<file path="config.mk">
export PLATFORM = sky130hd
export DESIGN_NAME = oc8051_cxrom_fetch_server_flat
export DESIGN_NICKNAME = d
export VERILOG_FILES = /design/src/rtl/oc8051_cxrom_fetch_server_if.sv /design/src/rtl/oc8051_cxrom_fetch_server.sv /design/src/flat_wrapper.sv
export SDC_FILE = /design/constraint.sdc
export NUM_CORES = 1
export LEC_CHECK = 0
export BUFFER_PORTS_ARGS = -buffer_cell sky130_fd_sc_hd__buf_4
export CORE_ASPECT_RATIO = 0.6
export CORE_MARGIN = 5
export CORE_UTILIZATION = 35
export CTS_BUF_LIST = sky130_fd_sc_hd__clkbuf_4 sky130_fd_sc_hd__clkbuf_8
export CTS_CLUSTER_DIAMETER = 120
export DETAILED_ROUTE_END_ITERATION = 7
export PLACE_DENSITY = 0.63
export REMOVE_ABC_BUFFERS = 1
export SETUP_SLACK_MARGIN = 0.02
export SLEW_MARGIN = 10
export SYNTH_ARGS = -nofsm -noshare
export SYNTH_HDL_FRONTEND = slang
export SYNTH_SLANG_ARGS = --single-unit
</file>
<file path="constraint.sdc">
create_clock -name clk -period 6.5 [get_ports clk]
set_input_delay 0.65 -clock clk [delete_from_list [all_inputs] [get_ports clk]]
set_output_delay 0.65 -clock clk [all_outputs]
set_load 0.1 [all_outputs]
</file>
<file path="src/rtl/oc8051_cxrom_fetch_server_if.sv">
// Code-ROM word fetch bus: request/response handshake toward the consumer
// plus the byte-wide backing ROM port. The slave side is the fetch server.
interface oc8051_cxrom_fetch_server_if;
    logic        flush;
    logic        req_valid;
    logic [15:0] req_addr;
    logic        req_ready;
    logic        rsp_valid;
    logic        rsp_ready;
    logic [31:0] rsp_data;
    logic [15:0] rsp_addr;
    logic        rsp_err;
    logic        mem_rd;
    logic [15:0] mem_addr;
    logic [7:0]  mem_data_in;
    logic        mem_ack;

    modport slave (
        input  flush, req_valid, req_addr, rsp_ready, mem_data_in, mem_ack,
        output req_ready, rsp_valid, rsp_data, rsp_addr, rsp_err, mem_rd, mem_addr
    );

    modport master (
        output flush, req_valid, req_addr, rsp_ready, mem_data_in, mem_ack,
        input  req_ready, rsp_valid, rsp_data, rsp_addr, rsp_err, mem_rd, mem_addr
    );
endinterface

</file>
<file path="src/rtl/oc8051_cxrom_fetch_server.sv">
// Code-ROM word fetch server: assembles four consecutive ROM bytes into a
// little-endian 32-bit word, with a one-entry word buffer for repeat fetches
// and a per-byte ack timeout that turns into an error response.
module oc8051_cxrom_fetch_server #(
    parameter int TIMEOUT = 256
) (
    input  logic                           clk,
    input  logic                           rst,
    oc8051_cxrom_fetch_server_if.slave     bus
);
    typedef enum logic [1:0] {IDLE, FETCH, RESP} state_t;

    // Timeout fires on the wait cycle that brings the count up to TIMEOUT.
    localparam logic [15:0] TMO_LAST = 16'(TIMEOUT - 1);

    state_t      state_q, state_d;
    logic        req_ready_q, req_ready_d;
    logic        rsp_valid_q, rsp_valid_d;
    logic        rsp_err_q, rsp_err_d;
    logic [31:0] rsp_data_q, rsp_data_d;
    logic [15:0] rsp_addr_q, rsp_addr_d;
    logic        mem_rd_q, mem_rd_d;
    logic [15:0] mem_addr_q, mem_addr_d;
    logic        buf_valid_q, buf_valid_d;
    logic [15:0] buf_addr_q, buf_addr_d;
    logic [31:0] buf_word_q, buf_word_d;
    logic [15:0] fetch_addr_q, fetch_addr_d;
    logic [31:0] word_q, word_d;
    logic [1:0]  cnt_q, cnt_d;
    logic [15:0] tmo_q, tmo_d;
    logic        fetch_flushed_q, fetch_flushed_d;

    // Next-state logic for the IDLE/FETCH/RESP controller and the word buffer.
    always_comb begin
        state_d         = state_q;
        req_ready_d     = req_ready_q;
        rsp_valid_d     = rsp_valid_q;
        rsp_err_d       = rsp_err_q;
        rsp_data_d      = rsp_data_q;
        rsp_addr_d      = rsp_addr_q;
        mem_rd_d        = mem_rd_q;
        mem_addr_d      = mem_addr_q;
        buf_valid_d     = buf_valid_q;
        buf_addr_d      = buf_addr_q;
        buf_word_d      = buf_word_q;
        fetch_addr_d    = fetch_addr_q;
        word_d          = word_q;
        cnt_d           = cnt_q;
        tmo_d           = tmo_q;
        fetch_flushed_d = fetch_flushed_q;

        if (bus.flush) begin
            buf_valid_d = 1'b0;
        end

        case (state_q)
            IDLE: begin
                if (bus.req_valid) begin
                    req_ready_d = 1'b0;
                    // A flush on the accepting edge forces a miss.
                    if (buf_valid_q && !bus.flush && (buf_addr_q == bus.req_addr)) begin
                        state_d     = RESP;
                        rsp_valid_d = 1'b1;
                        rsp_err_d   = 1'b0;
                        rsp_data_d  = buf_word_q;
                        rsp_addr_d  = bus.req_addr;
                    end else begin
                        state_d         = FETCH;
                        fetch_addr_d    = bus.req_addr;
                        cnt_d           = 2'd0;
                        tmo_d           = 16'd0;
                        word_d          = 32'd0;
                        fetch_flushed_d = 1'b0;
                        mem_rd_d        = 1'b1;
                        mem_addr_d      = bus.req_addr;
                    end
                end
            end

            FETCH: begin
                if (bus.flush) begin
                    fetch_flushed_d = 1'b1;
                end
                if (bus.mem_ack) begin
                    word_d[{cnt_q, 3'b000} +: 8] = bus.mem_data_in;
                    tmo_d = 16'd0;
                    cnt_d = cnt_q + 2'd1;
                    if (cnt_q == 2'd3) begin
                        state_d     = RESP;
                        mem_rd_d    = 1'b0;
                        rsp_valid_d = 1'b1;
                        rsp_err_d   = 1'b0;
                        rsp_data_d  = word_d;
                        rsp_addr_d  = fetch_addr_q;
                        // A flush seen at any point of this fetch keeps it out of the buffer.
                        if (!bus.flush && !fetch_flushed_q) begin
                            buf_valid_d = 1'b1;
                            buf_addr_d  = fetch_addr_q;
                            buf_word_d  = word_d;
                        end
                    end else begin
                        mem_addr_d = fetch_addr_q + {14'd0, cnt_q + 2'd1};
                    end
                end else if (tmo_q == TMO_LAST) begin
                    state_d     = RESP;
                    mem_rd_d    = 1'b0;
                    rsp_valid_d = 1'b1;
                    rsp_err_d   = 1'b1;
                    rsp_data_d  = 32'd0;
                    rsp_addr_d  = fetch_addr_q;
                    tmo_d       = 16'd0;
                end else begin
                    tmo_d = tmo_q + 16'd1;
                end
            end

            RESP: begin
                if (bus.rsp_ready) begin
                    state_d     = IDLE;
                    rsp_valid_d = 1'b0;
                    rsp_err_d   = 1'b0;
                    req_ready_d = 1'b1;
                end
            end

            default: begin
                state_d     = IDLE;
                req_ready_d = 1'b1;
                rsp_valid_d = 1'b0;
                mem_rd_d    = 1'b0;
            end
        endcase
    end

    // State and registered outputs, asynchronously cleared by rst.
    always_ff @(posedge clk or posedge rst) begin
        if (rst) begin
            state_q         <= IDLE;
            req_ready_q     <= 1'b1;
            rsp_valid_q     <= 1'b0;
            rsp_err_q       <= 1'b0;
            rsp_data_q      <= 32'd0;
            rsp_addr_q      <= 16'd0;
            mem_rd_q        <= 1'b0;
            mem_addr_q      <= 16'd0;
            buf_valid_q     <= 1'b0;
            buf_addr_q      <= 16'd0;
            buf_word_q      <= 32'd0;
            fetch_addr_q    <= 16'd0;
            word_q          <= 32'd0;
            cnt_q           <= 2'd0;
            tmo_q           <= 16'd0;
            fetch_flushed_q <= 1'b0;
        end else begin
            state_q         <= state_d;
            req_ready_q     <= req_ready_d;
            rsp_valid_q     <= rsp_valid_d;
            rsp_err_q       <= rsp_err_d;
            rsp_data_q      <= rsp_data_d;
            rsp_addr_q      <= rsp_addr_d;
            mem_rd_q        <= mem_rd_d;
            mem_addr_q      <= mem_addr_d;
            buf_valid_q     <= buf_valid_d;
            buf_addr_q      <= buf_addr_d;
            buf_word_q      <= buf_word_d;
            fetch_addr_q    <= fetch_addr_d;
            word_q          <= word_d;
            cnt_q           <= cnt_d;
            tmo_q           <= tmo_d;
            fetch_flushed_q <= fetch_flushed_d;
        end
    end

    assign bus.req_ready = req_ready_q;
    assign bus.rsp_valid = rsp_valid_q;
    assign bus.rsp_err   = rsp_err_q;
    assign bus.rsp_data  = rsp_data_q;
    assign bus.rsp_addr  = rsp_addr_q;
    assign bus.mem_rd    = mem_rd_q;
    assign bus.mem_addr  = mem_addr_q;
endmodule

</file>
<file path="src/flat_wrapper.sv">
// flat-port wrapper written by rule: the top's interface ports become plain ports
module oc8051_cxrom_fetch_server_flat 
#(
    parameter int TIMEOUT = 256
)
  (clk, rst, bus_flush, bus_req_valid, bus_req_addr, bus_rsp_ready, bus_mem_data_in, bus_mem_ack, bus_req_ready, bus_rsp_valid, bus_rsp_data, bus_rsp_addr, bus_rsp_err, bus_mem_rd, bus_mem_addr);
  oc8051_cxrom_fetch_server_if bus_i ();
  input  logic clk;
  input  logic rst;
  input wire logic [$bits(bus_i.flush)-1:0] bus_flush;
  input wire logic [$bits(bus_i.req_valid)-1:0] bus_req_valid;
  input wire logic [$bits(bus_i.req_addr)-1:0] bus_req_addr;
  input wire logic [$bits(bus_i.rsp_ready)-1:0] bus_rsp_ready;
  input wire logic [$bits(bus_i.mem_data_in)-1:0] bus_mem_data_in;
  input wire logic [$bits(bus_i.mem_ack)-1:0] bus_mem_ack;
  output wire logic [$bits(bus_i.req_ready)-1:0] bus_req_ready;
  output wire logic [$bits(bus_i.rsp_valid)-1:0] bus_rsp_valid;
  output wire logic [$bits(bus_i.rsp_data)-1:0] bus_rsp_data;
  output wire logic [$bits(bus_i.rsp_addr)-1:0] bus_rsp_addr;
  output wire logic [$bits(bus_i.rsp_err)-1:0] bus_rsp_err;
  output wire logic [$bits(bus_i.mem_rd)-1:0] bus_mem_rd;
  output wire logic [$bits(bus_i.mem_addr)-1:0] bus_mem_addr;
  assign bus_i.flush = bus_flush;
  assign bus_i.req_valid = bus_req_valid;
  assign bus_i.req_addr = bus_req_addr;
  assign bus_i.rsp_ready = bus_rsp_ready;
  assign bus_i.mem_data_in = bus_mem_data_in;
  assign bus_i.mem_ack = bus_mem_ack;
  assign bus_req_ready = bus_i.req_ready;
  assign bus_rsp_valid = bus_i.rsp_valid;
  assign bus_rsp_data = bus_i.rsp_data;
  assign bus_rsp_addr = bus_i.rsp_addr;
  assign bus_rsp_err = bus_i.rsp_err;
  assign bus_mem_rd = bus_i.mem_rd;
  assign bus_mem_addr = bus_i.mem_addr;
  oc8051_cxrom_fetch_server #(.TIMEOUT(TIMEOUT)) u_core (.clk(clk), .rst(rst), .bus(bus_i));
endmodule
</file>
# After elaboration in Yosys (flattened, before gate mapping)
# Cells that the tools add are included.
[op_classes]
n_mul = 0
bitwise_logic = 3
mux = 67
n_eq_ne = 14
order_cmp = 0
div_mod_pow = 0
n_reduce_logical = 20
shift = 2
add_sub_neg = 4
[ops]
columns = ["op", "count"]
rows = [
  ["2-to-1 mux 32 bit", 8],
  ["2-to-1 mux 16 bit", 13],
  ["one-hot mux 32 bit (2 select lines)", 2],
  ["one-hot mux 16 bit (2 select lines)", 3],
  ["bitwise mux 32 bit", 1],
  ["variable shift 8 x 7 -> 32 bit (first input constant)", 1],
  ["indexed part select 8 x 7 -> 32 bit", 1],
  ["2-to-1 mux 1 bit", 24],
  ["AND reduction 5 bit", 4],
  ["2-to-1 mux 2 bit", 9],
  ["adder 16 x 1 -> 16 bit (second input constant)", 1],
  ["adder 16 x 2 -> 16 bit", 1],
  ["== test 16 bit", 1],
  ["== test 16 x 8 -> 1 bit (second input constant)", 1],
  ["AND reduction 4 bit", 4],
  ["inequality test 2 bit (second input constant)", 6],
  ["one-hot mux 1 bit (3 select lines)", 4],
  ["AND reduction 3 bit", 3],
  ["negator 5 -> 7 bit", 1],
  ["inequality test 3 x 2 -> 1 bit (second input constant)", 2],
  ["one-hot mux 2 bit (3 select lines)", 1],
  ["AND reduction 6 bit", 1],
  ["== test 2 bit (second input constant)", 2],
  ["one-hot mux 2 bit (2 select lines)", 1],
  ["other kinds (10)", 15],
]
[word_totals]
wordCells = 126
romBits = 0
latchBits = 0
ff_bits = 186
input_bits = 30
output_inout_bits = 68
memories = 0
ramBits = 0

# Depth between registers and ports, before layout
[logic_depth]
word_depth = 6
depth_mapped = 10
depth_no_buf = 9

# Least setup slack after synthesis
# No wires, ideal clock.
[synth_timing]
path_kind = "register to register"
start = "register u_core.cnt_q[0]"
end = "register u_core.mem_addr_q[12], in the netlist u_core.bus.mem_addr[12]"
path_stages_with_launch = 10
period_less_slack_ps = 2478
n_path_buf = 0
arrival_time_ps = 2352
setup_time_ps = 126
path_slack_ps = 4022
t_required_ps = 6374
cell_sequence = "dfrtp_1 inv_1 ha_1 fa_1 nand3_1 or3_1 nor2_1 xnor2_1 o21ai_0 mux2_2"
[synth_between]
elab_chain_cells = 5
word_cells_on_any_way = 8
[synth_rtl]
columns = ["element", "line", "rtl"]
rows = [
  ["from (decl)", "oc8051_cxrom_fetch_server.sv:29", "logic [1:0] cnt_q, cnt_d;"],
  ["from (signal assigned)", "oc8051_cxrom_fetch_server.sv:168", "cnt_q <= cnt_d;"],
  ["adder 2 x 1 -> 2 bit", "oc8051_cxrom_fetch_server.sv:102", "mem_addr_d = fetch_addr_q + {14'd0, cnt_q + 2'd1};"],
  ["adder 16 x 2 -> 16 bit", "oc8051_cxrom_fetch_server.sv:102", ""],
  ["2-to-1 mux 16 bit", "oc8051_cxrom_fetch_server.sv:88", "if (cnt_q == 2'd3) begin"],
  ["2-to-1 mux 16 bit", "oc8051_cxrom_fetch_server.sv:84", "if (bus.mem_ack) begin"],
  ["one-hot mux 16 bit (2 select lines)", "oc8051_cxrom_fetch_server.sv:56", "case (state_q)"],
  ["to (signal assigned)", "oc8051_cxrom_fetch_server.sv:162", "mem_addr_q <= mem_addr_d;"],
  ["to (decl)", "oc8051_cxrom_fetch_server.sv:23", "logic [15:0] mem_addr_q, mem_addr_d;"],
]
# Several ways; a longest one is shown, not always the timed one. The select of a mux whose other input is x is not followed.
# A chain may end at the register's enable or synchronous reset.

# Final worst setup path
[layout_timing]
start = "register u_core.state_q[0]"
end = "register u_core.rsp_addr_q[14], in the netlist u_core.bus.rsp_addr[14]"
[layout_between]
elab_chain_cells = 3
word_cells_on_any_way = 9
[layout_rtl]
columns = ["element", "line", "rtl"]
rows = [
  ["from (decl)", "oc8051_cxrom_fetch_server.sv:16", "state_t state_q, state_d;"],
  ["from (signal assigned)", "oc8051_cxrom_fetch_server.sv:155", "state_q <= state_d;"],
  ["== test 2 x 1 -> 1 bit or zero test 2 bit (tied branches)", "oc8051_cxrom_fetch_server.sv:56", ""],
  ["inequality test 3 x 2 -> 1 bit (no line), or another cell as far along", "-", ""],
  ["AND reduction 5 bit (no line)", "-", ""],
  ["to (signal assigned)", "oc8051_cxrom_fetch_server.sv:160", "rsp_addr_q <= rsp_addr_d;"],
  ["to (decl)", "oc8051_cxrom_fetch_server.sv:21", "logic [15:0] rsp_addr_q, rsp_addr_d;"],
]
# Several ways; a longest one is shown, not always the timed one.

==> results_dict.tcl <==
set metrics [dict create \
    antenna_found_initial 1 \
    cts_buffers 17 \
    arrival_ns 4.15 \
    skew_ns 0.01582 \
    synthCells 913 \
    synth_cell_types 57 \
    io_pins 98 \
    critPathLaunchType "flip-flop" \
    grt-ovfl-total 0 \
    start_util_pct 35.85 \
    drc_errors 0 \
    intPower_mw 2.381 \
    fill_cells 2525 \
    clock_power_share_pct 17.4 \
    setup_violations 0 \
    fmax_mhz 265.0 \
    antenna_left 0 \
    netSwitchingFraction_pct 50.00 \
    first_global_vias 6798 \
    startpoint "u_core.state_q[0]$_DFFE_PP0P_" \
    area.growth.synth_to_final_pct 15.37 \
    grtUsageTotal_pct 17.01 \
    synth_common_cells "nand2_1 (220), dfrtp_1 (185), mux2_2 (68), o21ai_0 (60), a21oi_1 (46)" \
    setup_ws_ns 2.726 \
    slew_violations 0 \
    rsz0062_at_grt "no" \
    use_met2_pct 22.41 \
    yosysWarnings 0 \
    cts_tree "yes" \
    cap_violations 0 \
    met1_usage_pct 26.35 \
    clockBufferDepth 2 \
    place_hpwl_um 16970 \
    num_rows 45 \
    wl_um 24780 \
    vias 7073 \
    status "finished, final reports clean" \
    ys_seq_elements 186 \
    grt_use_met3_pct 4.892 \
    synthTopCellsByArea "dfrtp_1 (51%), nand2_1 (9.0%), mux2_2 (8.4%)" \
    p_leak_nw 4.949 \
    htreeDepth 4 \
    tightest_slew_ns 1.171 \
    min-delay-path-class "in -> async" \
    drt_first_pass_iters 5 \
    post_cts_buffers 0 \
    fin_crit_sh_pct 58.06 \
    synth_seq_area_share_pct 50.80 \
    synthArstFlopShare_pct 100.0 \
    slew_headroom_pct 21.77 \
    grt.busiest_layer "met1" \
    grt_start_max_net_pins 106 \
    routabilityCongestion 0.8113 \
    place_ws_ns 2.566 \
    hold_violations 0 \
    power.density_nw_per_um2 450.3 \
    numPortBuffers 97 \
    yosysMostFrequentCell "nand2_1" \
    post_drt_wl_per_cell_um 18.41 \
    ff2ff_setup_slack_ns 2.73 \
    syn_avg_cell_area_um2 10.04 \
    crit_type "reg -> reg" \
    stdcell_count 1346 \
    peakVddDrop_v 0.0002974 \
    hold_buffers 0 \
    critPathCaptureType "flip-flop" \
    cts-resized-gates 0 \
    critical_path_required_ns 6.87 \
    p_comb_share_pct 48.8 \
    netlist.area_leader.share_pct 50.51 \
    grt_pass1_wl_um 39280 \
    r2r-end "u_core.bus.rsp_addr[14]$_DFFE_PP0P_" \
    clk_latency_ns 0.49 \
    fin_crit_ns 3.774 \
    detail_route.iter0.violations 600 \
    dieArea_um2 29630 \
    setup_tns_ns 0 \
    clock-sinks 186 \
    place_inst 1313 \
    reg2reg_from "u_core.state_q[0]$_DFFE_PP0P_" \
    p_seq_share_pct 33.8 \
    cp_max_fo 36 \
    syn_area_um2 9165 \
    rr_worst_depth 7 \
    nets 1020 \
    die_h_um 135.3 \
    drive_gt1_share_pct 23.36 \
    p_switching_mw 2.381 \
    yosysTopAreaCell "dfrtp_1" \
    synthFlopType "dfrtp_1" \
    core_um2 25560 \
    root_buffer "clkbuf_8" \
    die_w_um 218.9 \
    routed_via_density 5.255 \
    clk_pin_slew_ns 0.10 \
    synth_edf_count 0 \
]
[logic make-up (layout without fill, tap and decap cells)]
kind of cell	Yosys count	after routing	synth area share, %
AO/OA/AOI/OAI	205	205	14.76
XOR/XNOR	30	30	2.867
adder cells (fa/ha/maj)	10	10	1.447
buffers and inverters	66	146	3.249
flip-flops	186	186	50.80
multiplexers	81	81	10.31
other	0	1	0
AND/OR/NAND/NOR	335	335	16.57
[state kept, by name, summed over array words and instances, names as in the netlist]
name and count:
u_core.buf_addr_q 16, u_core.buf_valid_q 1, u_core.buf_word_q 32, u_core.bus.mem_addr 16, u_core.bus.mem_rd 1, u_core.bus.req_ready 1
u_core.bus.rsp_addr 16, u_core.bus.rsp_data 32, u_core.bus.rsp_err 1, u_core.bus.rsp_valid 1, u_core.cnt_q 2, u_core.fetch_addr_q 16
u_core.fetch_flushed_q 1, u_core.state_q 2, u_core.tmo_q 16, u_core.word_q 32
[cells in the final DEF (no fill, tap or decap), types with 5 or more instances in the layout]
cell type  instances
a21oi_1           46
a22o_1            33
a22oi_1           30
a31oi_1           11
buf_4            107
clkbuf_8          18
dfrtp_1          185
ha_1               9
inv_1              6
inv_6              9
mux2_2            68
mux2_4             9
nand2_1          220
nand3_1           12
nand4_1           10
nor2_1            21
nor2b_1           38
nor3_1             6
nor4_1             5
o21ai_0           60
xnor2_1           21
xor2_1             9
[layer usage]
layer | wire length (um) | vias up
li1 | - | 3313
met1 | 12390 | 3493
met2 | 10010 | 237
met3 | 1923 | 30
met4 | 451 | 0
met5 | 0 | -
[per-stage QoR]
stage	total power, mW	cell area, um^2	hold slack (ns)	util, %
floorplan	3.329	8894	0.4447	-
global placement	3.940	10160	0.4605	39.75
detailed placement	3.966	10160	0.4706	39.75
CTS	4.805	10570	0.3434	41.36
global route	5.013	10570	0.3546	41.37
finish	4.762	10570	0.3293	41.37
[how the worst max path moves through the flow]
stage | end | slack (ns) | cells after the start
floorplan | u_core.buf_addr_q[0]$_DFFE_PP0P_ | 0.79 | 1
global placement | u_core.bus.rsp_addr[9]$_DFFE_PP0P_ | 2.61 | 8
CTS | u_core.bus.rsp_data[13]$_DFFE_PP0P_ | 2.71 | 7
detailed placement | u_core.bus.rsp_addr[12]$_DFFE_PP0P_ | 2.57 | 8
finish | u_core.bus.rsp_addr[14]$_DFFE_PP0P_ | 2.73 | 7
global route | u_core.bus.rsp_addr[7]$_DFFE_PP0P_ | 2.49 | 7
[worst max-delay path, stage by stage, from the launching register on]
cell,delay (ns)
dfrtp_1,0.56
nor2b_2,0.24
buf_4,0.28
nand2_1,0.36
nor2_2,0.15
nor4_4,0.98
buf_4,0.65
mux2_2,0.40
[area by class of cell]
| class | instances | area [um^2] | share of cell area [%] |
|---|---|---|---|
| Sequential cell | 186 | 4656 | 44.03 |
| Multi-Input combinational cell | 661 | 4230 | 40.01 |
| Inverter | 7 | 31.28 | 0.2958 |
| Clock buffer | 19 | 255.2 | 2.414 |
| Clock inverter | 13 | 155.1 | 1.467 |
| Tap cell | 352 | 440.4 | 4.165 |
| Antenna cell | 1 | 2.502 | 0.02367 |
| Timing Repair Buffer | 107 | 803.3 | 7.597 |
[power by group through the flow]
stage / registers, mW / clock network (mW) / logic (mW)
after global routing: 1.65 / 0.901 / 2.46
after floorplan: 2.50 / 0 / 0.834
after detailed placement: 1.63 / 0 / 2.33
after CTS: 1.61 / 0.854 / 2.34
final: 1.61 / 0.830 / 2.32
after global placement: 1.62 / 0 / 2.32
Note: power is estimated with default switching activity, not from simulation.
